$ cat src/rtl/xadc_drp_scheduler.sv
// -----------------------------------------------------------------------------
// xadc_drp_scheduler
//
// Owns the XADC DRP port. After reset it writes one configuration word, then
// reads the next auxiliary channel from a round-robin table on every
// end-of-conversion. Each read result is exported as a 12-bit code, both as a
// one-cycle sample strobe and as a per-slot "last value" bus. A single
// external register-write requester shares the same DRP bus.
//
// Ports
//   clk_i            system clock, also drives the XADC dclk
//   rst_ni           asynchronous active-low reset
//   eoc_i            XADC end-of-conversion pulse
//   drp_den_o        DRP enable, one-cycle pulse per transaction
//   drp_dwe_o        DRP write enable, valid with drp_den_o
//   drp_daddr_o      DRP address, held for the whole transaction
//   drp_di_o         DRP write data
//   drp_do_i         DRP read data, valid with drp_drdy_i
//   drp_drdy_i       DRP transaction done
//   cfg_req_i        external write request (level, held until cfg_ack_o)
//   cfg_addr_i       external write address
//   cfg_data_i       external write data
//   cfg_ack_o        one-cycle pulse: external write finished or timed out
//   sample_valid_o   one-cycle pulse: new sample on sample_ch_o/sample_data_o
//   sample_ch_o      table slot of the sample
//   sample_data_o    drp_do_i[15:4] of the read
//   ch_data_o        last sample per slot, slot 0 in bits [11:0]
//   busy_o           a DRP transaction is outstanding
//   timeout_err_o    sticky: some transaction never saw drp_drdy_i
//   overrun_err_o    sticky: an eoc arrived while another was still pending
// -----------------------------------------------------------------------------
module xadc_drp_scheduler #(
    parameter int unsigned         NUM_CH    = 4,
    parameter logic [7*NUM_CH-1:0] CH_ADDR   = {7'h1F, 7'h1E, 7'h17, 7'h16},
    parameter logic [6:0]          CFG1_ADDR = 7'h41,
    parameter logic [15:0]         CFG1_INIT = 16'h2000,
    parameter int unsigned         TIMEOUT   = 63
) (
    input  logic                  clk_i,
    input  logic                  rst_ni,
    input  logic                  eoc_i,
    output logic                  drp_den_o,
    output logic                  drp_dwe_o,
    output logic [6:0]            drp_daddr_o,
    output logic [15:0]           drp_di_o,
    input  logic [15:0]           drp_do_i,
    input  logic                  drp_drdy_i,
    input  logic                  cfg_req_i,
    input  logic [6:0]            cfg_addr_i,
    input  logic [15:0]           cfg_data_i,
    output logic                  cfg_ack_o,
    output logic                  sample_valid_o,
    output logic [1:0]            sample_ch_o,
    output logic [11:0]           sample_data_o,
    output logic [12*NUM_CH-1:0]  ch_data_o,
    output logic                  busy_o,
    output logic                  timeout_err_o,
    output logic                  overrun_err_o
);

    typedef enum logic [2:0] {
        ST_INIT_WR,
        ST_INIT_WAIT,
        ST_IDLE,
        ST_RD_WAIT,
        ST_CFG_WAIT
    } state_e;

    localparam logic [7:0] TMO_LAST = 8'(TIMEOUT - 1);
    localparam logic [1:0] PTR_LAST = 2'(NUM_CH - 1);

    state_e               state_q,        state_d;
    logic                 den_q,          den_d;
    logic                 dwe_q,          dwe_d;
    logic [6:0]           daddr_q,        daddr_d;
    logic [15:0]          di_q,           di_d;
    logic                 busy_q,         busy_d;
    logic [7:0]           waitCnt_q,      waitCnt_d;
    logic [1:0]           ptr_q,          ptr_d;
    logic                 eocPend_q,      eocPend_d;
    logic                 tieCfg_q,       tieCfg_d;
    logic                 cfgAck_q,       cfgAck_d;
    logic                 sampleValid_q,  sampleValid_d;
    logic [1:0]           sampleCh_q,     sampleCh_d;
    logic [11:0]          sampleData_q,   sampleData_d;
    logic [12*NUM_CH-1:0] chData_q,       chData_d;
    logic                 timeoutErr_q,   timeoutErr_d;
    logic                 overrunErr_q,   overrunErr_d;

    logic rdReq;
    logic grantRd;
    logic grantCfg;
    logic waitDone;
    logic waitExpired;

    // The low nibble of the DRP read word carries no information for the
    // 12-bit consumers downstream, so it is deliberately dropped here.
    logic unusedDoLsb;
    assign unusedDoLsb = ^drp_do_i[3:0];

    // Next-state and output logic. Every DRP output is registered so that all
    // outputs are 0 while reset is held and a grant decided on one clock edge
    // shows up on drp_den_o in the very next cycle.
    //
    // Arbitration: when a read and an external write want the bus on the same
    // edge, tieCfg_q decides and then flips, so ties alternate starting with a
    // read. Grants without competition leave the tie order alone.
    //
    // The wait counter is cleared when a transaction is granted and counts
    // each cycle spent waiting; reaching TIMEOUT cycles without drp_drdy_i
    // abandons the transaction so the scan can never stall.
    always_comb begin
        state_d       = state_q;
        den_d         = 1'b0;
        dwe_d         = dwe_q;
        daddr_d       = daddr_q;
        di_d          = di_q;
        busy_d        = busy_q;
        waitCnt_d     = waitCnt_q;
        ptr_d         = ptr_q;
        eocPend_d     = eocPend_q;
        tieCfg_d      = tieCfg_q;
        cfgAck_d      = 1'b0;
        sampleValid_d = 1'b0;
        sampleCh_d    = sampleCh_q;
        sampleData_d  = sampleData_q;
        chData_d      = chData_q;
        timeoutErr_d  = timeoutErr_q;
        overrunErr_d  = overrunErr_q;

        rdReq       = eocPend_q | eoc_i;
        grantRd     = 1'b0;
        grantCfg    = 1'b0;
        waitDone    = drp_drdy_i;
        waitExpired = !drp_drdy_i && (waitCnt_q == TMO_LAST);

        case (state_q)
            ST_INIT_WR: begin
                den_d     = 1'b1;
                dwe_d     = 1'b1;
                daddr_d   = CFG1_ADDR;
                di_d      = CFG1_INIT;
                busy_d    = 1'b1;
                waitCnt_d = 8'd0;
                state_d   = ST_INIT_WAIT;
            end

            ST_INIT_WAIT: begin
                if (waitDone || waitExpired) begin
                    busy_d  = 1'b0;
                    state_d = ST_IDLE;
                    if (waitExpired) begin
                        timeoutErr_d = 1'b1;
                    end
                end else begin
                    waitCnt_d = waitCnt_q + 8'd1;
                end
            end

            ST_IDLE: begin
                if (rdReq && cfg_req_i) begin
                    grantCfg = tieCfg_q;
                    grantRd  = !tieCfg_q;
                    tieCfg_d = !tieCfg_q;
                end else begin
                    grantRd  = rdReq;
                    grantCfg = cfg_req_i;
                end

                if (eocPend_q && eoc_i) begin
                    overrunErr_d = 1'b1;
                end

                if (grantRd) begin
                    den_d     = 1'b1;
                    dwe_d     = 1'b0;
                    daddr_d   = CH_ADDR[7*int'(ptr_q) +: 7];
                    eocPend_d = 1'b0;
                    busy_d    = 1'b1;
                    waitCnt_d = 8'd0;
                    state_d   = ST_RD_WAIT;
                end else if (grantCfg) begin
                    den_d     = 1'b1;
                    dwe_d     = 1'b1;
                    daddr_d   = cfg_addr_i;
                    di_d      = cfg_data_i;
                    eocPend_d = rdReq;
                    busy_d    = 1'b1;
                    waitCnt_d = 8'd0;
                    state_d   = ST_CFG_WAIT;
                end
            end

            ST_RD_WAIT, ST_CFG_WAIT: begin
                if (eoc_i) begin
                    if (eocPend_q) begin
                        overrunErr_d = 1'b1;
                    end
                    eocPend_d = 1'b1;
                end

                if (waitDone || waitExpired) begin
                    busy_d  = 1'b0;
                    state_d = ST_IDLE;
                    if (waitExpired) begin
                        timeoutErr_d = 1'b1;
                    end
                    if (state_q == ST_RD_WAIT) begin
                        ptr_d = (ptr_q == PTR_LAST) ? 2'd0 : ptr_q + 2'd1;
                        if (waitDone) begin
                            sampleValid_d = 1'b1;
                            sampleCh_d    = ptr_q;
                            sampleData_d  = drp_do_i[15:4];
                            chData_d[12*int'(ptr_q) +: 12] = drp_do_i[15:4];
                        end
                    end else begin
                        cfgAck_d = 1'b1;
                    end
                end else begin
                    waitCnt_d = waitCnt_q + 8'd1;
                end
            end

            default: begin
                state_d = ST_INIT_WR;
            end
        endcase
    end

    // State and output registers. Reset aborts any outstanding transaction
    // without an acknowledge and restarts from the configuration write.
    always_ff @(posedge clk_i or negedge rst_ni) begin
        if (!rst_ni) begin
            state_q       <= ST_INIT_WR;
            den_q         <= 1'b0;
            dwe_q         <= 1'b0;
            daddr_q       <= 7'd0;
            di_q          <= 16'd0;
            busy_q        <= 1'b0;
            waitCnt_q     <= 8'd0;
            ptr_q         <= 2'd0;
            eocPend_q     <= 1'b0;
            tieCfg_q      <= 1'b0;
            cfgAck_q      <= 1'b0;
            sampleValid_q <= 1'b0;
            sampleCh_q    <= 2'd0;
            sampleData_q  <= 12'd0;
            chData_q      <= '0;
            timeoutErr_q  <= 1'b0;
            overrunErr_q  <= 1'b0;
        end else begin
            state_q       <= state_d;
            den_q         <= den_d;
            dwe_q         <= dwe_d;
            daddr_q       <= daddr_d;
            di_q          <= di_d;
            busy_q        <= busy_d;
            waitCnt_q     <= waitCnt_d;
            ptr_q         <= ptr_d;
            eocPend_q     <= eocPend_d;
            tieCfg_q      <= tieCfg_d;
            cfgAck_q      <= cfgAck_d;
            sampleValid_q <= sampleValid_d;
            sampleCh_q    <= sampleCh_d;
            sampleData_q  <= sampleData_d;
            chData_q      <= chData_d;
            timeoutErr_q  <= timeoutErr_d;
            overrunErr_q  <= overrunErr_d;
        end
    end

    assign drp_den_o      = den_q;
    assign drp_dwe_o      = dwe_q;
    assign drp_daddr_o    = daddr_q;
    assign drp_di_o       = di_q;
    assign cfg_ack_o      = cfgAck_q;
    assign sample_valid_o = sampleValid_q;
    assign sample_ch_o    = sampleCh_q;
    assign sample_data_o  = sampleData_q;
    assign ch_data_o      = chData_q;
    assign busy_o         = busy_q;
    assign timeout_err_o  = timeoutErr_q;
    assign overrun_err_o  = overrunErr_q;

endmodule

$ cat config.mk
export PLATFORM = sky130hd
export DESIGN_NAME = xadc_drp_scheduler
export DESIGN_NICKNAME = d
export VERILOG_FILES = /design/src/rtl/xadc_drp_scheduler.sv
export SDC_FILE = /design/constraint.sdc
export NUM_CORES = 1
export LEC_CHECK = 0
export BUFFER_PORTS_ARGS = -buffer_cell sky130_fd_sc_hd__clkbuf_2
export CORE_MARGIN = 4
export CORE_UTILIZATION = 50
export DETAILED_ROUTE_END_ITERATION = 12
export PLACE_DENSITY = 0.77
export SYNTH_ARGS = -nofsm -noshare
export SYNTH_HDL_FRONTEND = slang
export SYNTH_SLANG_ARGS = --single-unit
$ cat constraint.sdc
create_clock -name clk_i -period 3.1 [get_ports clk_i]
set_clock_uncertainty 0.05 [all_clocks]
set_input_delay 0.465 -clock clk_i [delete_from_list [all_inputs] [get_ports clk_i]]
set_output_delay 0.465 -clock clk_i [all_outputs]
set_load 0.01 [all_outputs]
=== Word level (Yosys, flattened, before mapping) ===
Cells that the tools add are included.
Widths: inputs -> output; s select.

* Register bits after elaboration: 107
* Bits of input ports: 44
* Output and inout bits: 92
* Word-level logic and storage cells: 107

* Add/sub/neg operators: 3
* $mul: 2
* Equal/unequal tests: 14
* Shift operators: 3
* Multiplexer cells: 44
* Bitwise logic cells: 1
* Reductions and logical operators: 23

{| class="wikitable"
|+ Operators by type and width
! operator !! count
|-
| $bwmux 48 || 1
|-
| $shift 12x33->48 const A || 1
|-
| $shiftx 12x33->48 || 1
|-
| $neg 6->33 || 1
|-
| $mux 16 || 2
|-
| $pmux 16 s2 || 1
|-
| $shiftx 28x6->7 const A || 1
|-
| $mux 8 || 3
|-
| $pmux 8 s3 || 1
|-
| $mux 1 || 23
|-
| $reduce_and 3->1 || 6
|-
| $mux 7 || 2
|-
| $pmux 7 s2 || 1
|-
| $ne 2x2->1 const B || 6
|-
| $mux 3 || 3
|-
| $pmux 3 s3 || 1
|-
| $add 8x1->8 const B || 1
|-
| $eq 8x6->1 const B || 1
|-
| $pmux 1 s2 || 4
|-
| $reduce_and 4->1 || 2
|-
| $eq 3x2->1 const B || 2
|-
| $reduce_and 2->1 || 3
|-
| $mul 3x2->5 const A || 1
|-
| $mul 2x2->4 const A || 1
|-
| other kinds (17) || 21
|}

=== Logic depth before layout (Yosys ltp) ===
* Depth after elaboration: 7
* Mapped depth: 8
* Depth with buffers taken out: 6

=== Least setup slack after synthesis ===
No wires, ideal clock.

* Path kind: reg-to-reg
* Start point: reg ptr_q[0]
* End point: reg chData_q[11], in the netlist ch_data_o[11]
* Library setup time: 0.083 ns
* Arrival time: 2.390 ns
* Data required time: 2.967 ns
* Slack: 0.577 ns
* Cell stages (with the launch flop): 9
* Path buffers: 3
* Clock period less this slack: 2.523 ns
* Cell sequence: dfrtp_1 -> clkbuf_1 -> inv_1 -> ha_1 -> clkbuf_1 -> nor4b_1 -> clkbuf_1 -> a32oi_1 -> o21ai_0

* Cells in the longest elaborated chain, start to end: 4
* Elaborated cells between the ends (all ways): 5
* Those cells by class: 1 x add/sub; 1 x mul; 2 x shift; 1 x mux

{| class="wikitable"
|+ Ends and longest elaborated chain
! what !! RTL line !! source
|-
| start, declared || 79 || <nowiki>logic [1:0] ptr_q, ptr_d;</nowiki>
|-
| start signal, assigned || 259 || <nowiki>ptr_q <= ptr_d;</nowiki>
|-
| $mul 2x2->4 * || 214 || <nowiki>chData_d[12*int'(ptr_q) +: 12] = drp_do_i[15:4];</nowiki>
|-
| $neg 6->33 * || 214 ||
|-
| $shiftx 12x33->48 or $shift 12x33->48 (tied branches) || 214 ||
|-
| $bwmux 48 * || 214 ||
|-
| end signal, assigned || 266 || <nowiki>chData_q <= chData_d;</nowiki>
|-
| end, declared || 86 || <nowiki>logic [12*NUM_CH-1:0] chData_q, chData_d;</nowiki>
|}

Mark *: on every way between the ends. The rest lies on a longest branch, timed or not.
A chain may end at the register's enable or synchronous reset.

=== Worst setup path in the final report ===
* Start point: reg state_q[0]
* End point: reg chData_q[44], in the netlist ch_data_o[44]

* Cells in the longest elaborated chain, start to end: 3
* Elaborated cells between the ends (all ways): 4
* Those cells by class: 2 x eq/ne; 2 x reduce/logical

{| class="wikitable"
|+ Ends and longest elaborated chain
! what !! RTL line !! source
|-
| start, declared || 72 || <nowiki>state_e state_q, state_d;</nowiki>
|-
| start signal, assigned || 252 || <nowiki>state_q <= state_d;</nowiki>
|-
| $eq 3x2->1 or $eq 3x3->1 (tied branches) || 137, 208 ||
|-
| $reduce_or 2->1 || 137 || <nowiki>case (state_q)</nowiki>
|-
| $reduce_and 4->1 (no source line) * || - ||
|}

Marks and branches as above.

==> results.yml <==
cells_and_area:
  nets: 650
  drive_above_1_share: 0.271
  diodes: 0
  areaGrowthSynthToFinish_pct: 19.8
  final_area_sq_um: 5780
setup_path:
  endpoint: "ch_data_o[44]"
  critPathKind: "reg -> reg"
  rrSetupSlack_ns: 0.61
  worst_r2r_endpoint: "ch_data_o[44]"
  r2r_cells: 7
  cp-end-kind: "register"
  cp-startpoint: "state_q[0]"
  required_ns: 3.34
  worstSetupStartpointType: "register"
  cp.arrival_ns: 2.73
  crit_fanout: 21
  timing.rr.start: "state_q[0]"
pwr:
  p_leak_nw: 2.93
  total_power_w: 0.00573
  power_density_nw_per_um2: 991
  vdd_drop_max_mv: 0.376
floorplan:
  pin_count: 136
  core_sq_um: 9330
  initial_core_util: 0.517
  core.rowCount: 35
  die_h_um: 106
  die_x_um: 106
  dieArea_sq_um: 11300
yosys:
  yosys.area.top_type: "dfrtp_1"
  synth-seq-cells: 107
  syn_inst: 476
  yosys_warnings: 0
  netlist-cell-type-count: 54
  syn_nets: 529
  ys_async_sr_fraction: 1.00
  synth_most_common_cell: "dfrtp_1"
  synthTopCellsByArea: "dfrtp_1 (55%), nand2_1 (8.1%), a22o_1 (5.3%)"
  syn_area_sq_um: 4830
  synthDominantCellAreaShare: 0.555
  synth_edf_count: 0
  yosysSeqAreaShare: 0.555
  ys_top_cells_by_count: "dfrtp_1 (107), nand2_1 (104), o21ai_0 (39)"
  avgSynthCellArea_sq_um: 10.1
  synth-main-ff-cell: "dfrtp_1"
sta:
  setup_viol: 0
  fmax_mhz: 401
  slew_viol_final: 0
  hold_ws_ns: 0.106
  rsz0062_at_grt: "no"
  tightest_slew_ns: 0.772
  hold_viol: 0
  fin_crit_sh: 0.804
  slew_headroom: 0.485
  min_period_ns: 2.49
  fin_setup_tns_ns: 0
worst_hold_path:
  hp-class: "in -> async"
routing:
  routedWlPerCell_um: 16.2
  first_iter_violations: 204
  first_pass_iters: 4
  wl_um: 11800
  ant_nets: 0
  route.detailed.drc: 0
  viasPerCell: 5.52
  vias: 4030
grt:
  grt_pass1_wl_um: 19600
  overflow: 0
  grt_pass1_vias: 3851
  grt.total_usage: 0.216
  antenna_found_initial: 0
  grt_max_degree: 62
placement:
  hpwl_um: 8660
  io_buffer_count: 131
  gp_congestion: 0.862
  dpl_cell_area_sq_um: 5600
run_status:
  status: "complete, no violations"
cts:
  cts_tree: "built"
  cts_root_buffer: "clkbuf_8"
  clock_latency_ns: 0.36
  cts.sinks: 107
  cts_max_level: 3
  cts_hold_buf: 0
  clockBufferDepth: 2
  cts_resized: 0
  clk_pin_slew_worst_paths_ns: 0.11
  cts_made_buffers: 9
  post_cts_buffers: 0
run:
  cap_violations: 0
## how the worst min path moves through the flow
stage	slack (ns)	cells after the start	endpoint
floorplan	0.12	0	busy_o
detailed placement	0.41	1	overrun_err_o
finish	0.11	1	ch_data_o[7]
global placement	0.41	2	ch_data_o[6]
global route	0.16	1	ch_data_o[7]
CTS	0.13	1	ch_data_o[7]
## state kept, by name, indices dropped and copies added (netlist names), 2 cells and up
register       count
ch_data_o         48
drp_di_o          16
sample_data_o     12
waitCnt_q          8
drp_daddr_o        7
state_q            3
ptr_q              2
sample_ch_o        2
## metal layers
metal,global-route usage,wire [um],vias up
met3,0.0419,804,17
met1,0.306,5220,1940
met5,0,0,-
li1,-,-,1938
met2,0.333,5620,135
met4,0.0712,175,0
## power by group
part / leakage, nW / switching (W) / internal, W
registers: 1.41 / 0.000366 / 0.00190
logic: 1.43 / 0.00164 / 0.00102
clock network: 0.0952 / 0.000484 / 0.000325
## cells in the final DEF, fill, tap and decap left out, drive strengths merged, types with 2 or more instances in the layout
| cell | instances |
|---|---|
| clkbuf | 140 |
| dfrtp | 107 |
| nand2 | 106 |
| o21ai | 44 |
| a22o | 29 |
| nor2 | 17 |
| inv | 13 |
| a21oi | 12 |
| mux2i | 10 |
| ha | 9 |
| nor3 | 9 |
| o31ai | 7 |
| buf | 7 |
| nor2b | 6 |
| nand2b | 6 |
| a211o | 5 |
| a31oi | 5 |
| nand4 | 4 |
| xnor2 | 4 |
| nand3b | 4 |
| a211oi | 4 |
| a32o | 4 |
| or3 | 3 |
| o2bb2ai | 3 |
| o22ai | 3 |
| and3 | 3 |
| nand3 | 3 |
| a22oi | 3 |
| a32oi | 3 |
| clkinv | 3 |
| o21a | 2 |
| nor3b | 2 |
| and2 | 2 |
| mux2 | 2 |
| a21o | 2 |
| o41ai | 2 |
## metrics by stage
stage | cells | setup WS, ns | utilization
floorplan | 476 | 0.577 | -
finish | 730 | 0.607 | 0.620
global route | 730 | 0.331 | 0.620
detailed placement | 715 | 0.648 | 0.600
global placement | 715 | 0.672 | 0.600
CTS | 730 | 0.610 | 0.620
## cell type report
cell class                      count  area [sq um]
Fill cell                         804          3550
Clock buffer                       10           138
Tap cell                          129           161
Clock inverter                      5          46.3
Multi-Input combinational cell    331          2000
Sequential cell                   107          2680
Timing Repair Buffer              137           716
Inverter                           11          42.5
## critical path, cell delays in order (launching register included)
cell and delay [ns]:
dfrtp_1 0.58, nand2_1 0.11, or3_1 0.31, buf_4 0.20, clkinv_2 0.23, nand2_2 0.27, or4_4 0.51, o21ai_1 0.15
## cell families after synthesis
logic type               Yosys count  synth area share
AO/OA/AOI/OAI                    135             0.196
flip-flops                       107             0.555
buffers and inverters             38            0.0306
adder cells (fa/ha/maj)            9            0.0233
XOR/XNOR                           5           0.00907
multiplexers                      12            0.0254
AND/OR/NAND/NOR                  170             0.161
(Power assumes the default switching activity.)
